**src/rtl/stack_port_arbiter.sv**
```systemverilog
// Round-robin arbiter sharing one stack between two push/pop requesters.
// Each transaction runs IDLE -> ISSUE -> ACK; illegal ops are acked with err.
module stack_port_arbiter #(
  parameter int unsigned WIDTH = 2
) (
  input  logic             clk,
  input  logic             rst,
  input  logic             req0,
  input  logic             req1,
  input  logic             op0,
  input  logic             op1,
  input  logic [WIDTH-1:0] din0,
  input  logic [WIDTH-1:0] din1,
  output logic             ack0,
  output logic             ack1,
  output logic             err,
  output logic [WIDTH-1:0] dout,
  output logic             busy,
  output logic             stk_push,
  output logic             stk_pop,
  output logic [WIDTH-1:0] stk_din,
  input  logic [WIDTH-1:0] stk_dout,
  input  logic             stk_empty,
  input  logic             stk_full
);

  typedef enum logic [1:0] {StIdle, StIssue, StAck} state_e;

  state_e           state_q, state_d;
  logic             last_gnt_q, last_gnt_d;
  logic             gnt_q, gnt_d;
  logic             op_q, op_d;
  logic [WIDTH-1:0] din_q, din_d;
  logic             err_q, err_d;
  logic [WIDTH-1:0] dout_q, dout_d;
  logic             grant;

  always_ff @(posedge clk) begin
    if (rst) begin
      state_q    <= StIdle;
      last_gnt_q <= 1'b1;
      gnt_q      <= 1'b0;
      op_q       <= 1'b0;
      din_q      <= '0;
      err_q      <= 1'b0;
      dout_q     <= '0;
    end else begin
      state_q    <= state_d;
      last_gnt_q <= last_gnt_d;
      gnt_q      <= gnt_d;
      op_q       <= op_d;
      din_q      <= din_d;
      err_q      <= err_d;
      dout_q     <= dout_d;
    end
  end

  always_comb begin
    state_d    = state_q;
    last_gnt_d = last_gnt_q;
    gnt_d      = gnt_q;
    op_d       = op_q;
    din_d      = din_q;
    err_d      = err_q;
    dout_d     = dout_q;
    grant      = 1'b0;
    stk_push   = 1'b0;
    stk_pop    = 1'b0;
    stk_din    = '0;
    ack0       = 1'b0;
    ack1       = 1'b0;
    unique case (state_q)
      StIdle: begin
        if (req0 || req1) begin
          // On contention the port that did not win last time goes first.
          grant      = (req0 && req1) ? ~last_gnt_q : req1;
          gnt_d      = grant;
          last_gnt_d = grant;
          op_d       = grant ? op1 : op0;
          din_d      = grant ? din1 : din0;
          err_d      = 1'b0;
          state_d    = StIssue;
        end
      end
      StIssue: begin
        if (!op_q && !stk_full) begin
          stk_push = 1'b1;
          stk_din  = din_q;
        end else if (op_q && !stk_empty) begin
          stk_pop = 1'b1;
          dout_d  = stk_dout;
        end else begin
          err_d = 1'b1;
        end
        state_d = StAck;
      end
      StAck: begin
        ack0    = ~gnt_q;
        ack1    = gnt_q;
        state_d = StIdle;
      end
      default: state_d = StIdle;
    endcase
  end

  assign err  = err_q;
  assign dout = dout_q;
  assign busy = (state_q != StIdle);

endmodule
```
**config.mk**
```make
export PLATFORM = sky130hd
export DESIGN_NAME = stack_port_arbiter
export DESIGN_NICKNAME = d
export VERILOG_FILES = /design/src/rtl/stack_port_arbiter.sv
export SDC_FILE = /design/constraint.sdc
export NUM_CORES = 1
export LEC_CHECK = 0
export BUFFER_PORTS_ARGS = -buffer_cell sky130_fd_sc_hd__buf_2
export CORE_UTILIZATION = 30
export DETAILED_ROUTE_END_ITERATION = 6
export PLACE_DENSITY_LB_ADDON = 0.2
export SLEW_MARGIN = 20
export SYNTH_ARGS = -nofsm -noshare
export SYNTH_HDL_FRONTEND = slang
export SYNTH_SLANG_ARGS = --single-unit
```
**constraint.sdc**
```tcl
create_clock -name clk -period 1 [get_ports clk]
set_input_delay 0.15 -clock clk [delete_from_list [all_inputs] [get_ports clk]]
set_output_delay 0.15 -clock clk [all_outputs]
set_load 0.02 [all_outputs]
```
Yosys cells after proc, flatten, opt, wreduce, memory -nomap -nowiden. Index checks and enable logic that the tools add are counted.

Eq/ne operators: 5. Mux-type cells: 18. Bitwise logic cells: 3. Reduce and logical (&&, ||, !) cells: 13.

Operator list (number): 1-bit two-way mux (12); 2-bit two-way mux (4); 2-bit inequality test, second input constant (3); 2-bit one-hot mux with 2 select lines (1); 4-bit AND reduction (1); 2-bit nonzero test (2); 1-bit logical AND (3); 1-bit zero test (3); 1-bit inverter (3); 3-bit AND reduction (1); 2-bit by 1-bit == test with 1-bit output, second input constant (1); 2-bit == test, second input constant (1); 2-bit zero test (1); 1-bit one-hot mux with 2 select lines (1); 2-bit AND reduction (1); 1-bit logical OR (1).

Register bits: 10. Bits of input ports: 14. Output and inout port bits: 10. Logic and storage cells: 46.

Longest topological paths before layout.
Depth after elaboration: 5. Depth in mapped cells: 4. Depth with buffers taken out: 4.

Worst setup path after synthesis. OpenSTA, ideal clock, no wires.

Path type: reg-to-output. Start point: register state_q[1]. End point: output port stk_din[0]. Arrival time: 1.116 ns. Data required time: 0.850 ns. Slack: -0.266 ns. Stages on the path, launching flop included: 4. Cell sequence: dfxtp_1 nand2b_1 nor3_2 and2_1.

Word-level cells in the longest chain between the ends: 2.

RTL lines: from (decl) (line 29) `state_e state_q, state_d;`; from (signal assigned) (line 40) `state_q <= StIdle;`; from (signal assigned) (line 48) `state_q <= state_d;`; 2-bit by 1-bit == test with 1-bit output (line 72) `unique case (state_q)`; 2-bit two-way mux (line 72); to (decl) (line 21) `output logic [WIDTH-1:0] stk_din,`.

No other way between the ends.

Worst setup path after layout.
Start point: register state_q[1]. End point: output port stk_din[1].

The elaborated chain is that of the path after synthesis.

==> metrics.yaml <==
route:
  vias: 481
  drtPass1Iterations: 2
  routedWlPerCell_microns: 12.12
  wl_microns: 1224
  avgViaCountPerCell: 4.762
  drtAntennaViolNets: 0
  drc: 0
  drtIter0Drc: 2
worst_setup_path:
  path_delay_family: "simple AND/OR/NAND/NOR gates"
  critPathArrivalTime_ns: 1.16
  cp.required_ns: 0.85
  critPathBufInv: 1
  end_kind: "primary output"
  crit_path_max_incr_delay_ns: 0.32
  worstPathMaxFanout: 3
  path_depth: 4
  path_cells: "nand2b_4 > nor3_4 > and2_4 > buf_6"
  critPathKind: "register to primary output"
  ff2ff_path_depth: 6
  rrSetupSlack_ns: -0.13
  start_kind: "register"
  cp_slowest_cell: "dfxtp_2"
power_and_ir_drop:
  p_int_w: 0.0008170
  ir_drop_uv: 925.2
  clockPowerShare_pct: 32.3
  p_sw_share_pct: 27.76
  powerDensity_mw_per_mm2: 1347
  leakage_nw: 0.3808
  seqPwrFrac_pct: 41.1
  p_comb_share_pct: 26.6
  switchingPower_w: 0.0003140
final_layout:
  syn2layout_area_growth_pct: 75.65
  finalNonFillerCells: 101
  drive_gt1_share_pct: 70.59
  multi_input_area_sq_um: 320.3
  layout_common_cells: "buf_2, buf_4, buf_6"
  final_design_area_no_fill_sq_um: 839.6
  nFillCells: 133
  seq_area_sq_um: 210.2
  antennaDiodeCount: 0
  fin_nets: 100
  final_common_cell: "buf_2"
floorplanning:
  io_pins: 24
  floorplan.die_area_sq_mm: 0.001757
  die_h_microns: 41.92
  start_util_pct: 32.10
  row_count: 14
  die_x_microns: 41.92
  core_area_sq_mm: 0.001489
placed_design:
  preCtsSetupSlack_ns: -0.1144
  dp_hpwl_microns: 869.9
  gp_congestion: 0.6329
  placed_cells: 91
  io_buffers: 23
  place_area_sq_um: 690.7
cts:
  numCtsBuffers: 3
  cts_sinks: 10
  clockBufferDepth: 2
  cts.reportedPaths.clkPinSlew_ns: 0.07
  htree_levels: 1
  cts_hold_repair.buffers: 0
  ctsRootBufferMaster: "clkbuf_4"
  cts_tree: "built"
  worstSkewPairLatency_ns: 0.26
grt:
  overflow: 0
  grt_pass1_wl_microns: 1938
  grt_max_degree: 11
  grt_usage_pct: 15.04
  grt_pass1_vias: 452
  antenna_found_initial: 0
sta:
  tightest_slew_ns: 0.2337
  timing.fmax_ghz: 0.7663
  min_period_ns: 1.305
  finalSetupViolations: 14
  timing.final.ws_setup_ns: -0.3050
  max-slew-margin-rel_pct: 84.42
  hold_violations: 0
  rsz0062_at_grt: "yes"
  finClkSkew_ns: 0.001306
  worst_hold_slack_ns: 0.1258
  drv_slew: 0
  min_period_over_period_pct: 130.5
yosys:
  ys_ff_latch: 10
  syn_avg_cell_area_sq_um: 10.17
  syn_area_sq_um: 478.0
  synth_seq_area_share_pct: 41.88
  ys_warn_count: 0
  yosys.area.top_type: "dfxtp_1"
  syn-num-nets: 61
  netlist_instances: 47
  synth.distinct_cells: 22
  netlist.area_leader.share_pct: 41.88
  synthTopCellsByArea: "dfxtp_1, mux2i_1, a211oi_2"
hold_path:
  whs_path_depth: 3
  hp-class: "input port to register"
outcome:
  status: "finished, violations left"
  violations: "setup timing"
flow_run:
  cap_violations: 0
## power groups by stage
stage / combinational (W) / clock [W] / sequential, W
after floorplan: 0.000145 / 0 / 0.000470
after CTS: 0.000257 / 0.000381 / 0.000465
after detailed placement: 0.000242 / 0 / 0.000473
after global routing: 0.000322 / 0.000399 / 0.000469
after global placement: 0.000236 / 0 / 0.000471
final: 0.000301 / 0.000365 / 0.000465
## layout make-up
class	count	share of cell area [%]
multi-input cells	35	38.15
repair buffers	35	29.36
flip-flops and latches	10	25.04
clock buffers	4	4.322
well taps	16	2.385
inverters	1	0.7452
## worst paths after layout
kind,start,endpoint
hold / removal,stk_dout[1],dout[1]$_SDFFE_PP0P_
setup / recovery,state_q[1]$_SDFFE_PP0P_,stk_din[1]
setup reg to reg,state_q[1]$_SDFFE_PP0P_,din_q[0]$_SDFFE_PP0P_
hold reg to reg,dout[1]$_SDFFE_PP0P_,dout[1]$_SDFFE_PP0P_
## through the flow
stage               TNS, ns  util [%]  total power [W]
finish               -2.551     56.39         0.001131
global route         -3.157     56.39         0.001190
global placement    -0.1943     46.39        0.0007076
floorplan           -0.3556         -        0.0006155
CTS                  -2.071     52.61         0.001103
detailed placement  -0.3125     46.39        0.0007146
## sequential cells by signal (all words and copies together), names as in the netlist
name,flops
din_q,2
dout,2
state_q,2
err,1
gnt_q,1
last_gnt_q,1
op_q,1
## synthesized netlist by cell type
master and count:
nor3_2 1, a211oi_2 3, nand2b_1 1, nor2_1 4
mux2i_1 6, dfxtp_1 10, and2_1 2, and4bb_2 1
inv_2 1, o21ai_1 1, a21oi_1 4, nor3b_1 2
a21boi_4 1, and3b_1 1, nor3_1 1, nor2_2 2
or2_2 1, clkbuf_1 1, o21ai_0 1, nand3b_1 1
o21bai_1 1, nand3_1 1
## per-layer routing
metal | vias up | global-route usage (%) | wire, microns
met5 | - | 0 | 0
met4 | 0 | 7.742 | 0
met3 | 0 | 6.522 | 38
met2 | 9 | 22.81 | 642
met1 | 225 | 17.89 | 544
li1 | 247 | - | -
## worst min-delay path, cell delays in order
cell and delay [ns]:
buf_2 0.07, mux2i_1 0.05, nor2_1 0.08
## logic make-up (layout without fill, tap and decap cells)
family          count (synthesis)  count (layout)  synth area share [%]
buf+inv                         2              40                 1.569
simple gates                   18              18                 24.34
flops                          10              10                 41.88
mux                             6               6                 12.57
compound gates                 11              11                 19.63
## what timing repair did
item,4_1_cts,5_1_grt
gates resized for setup,14,8
pin swaps,6,6
buffers inserted,2,4
setup endpoints to repair,12,15
hold endpoints to repair,0,0
Note: power is estimated with default switching activity, not from simulation.
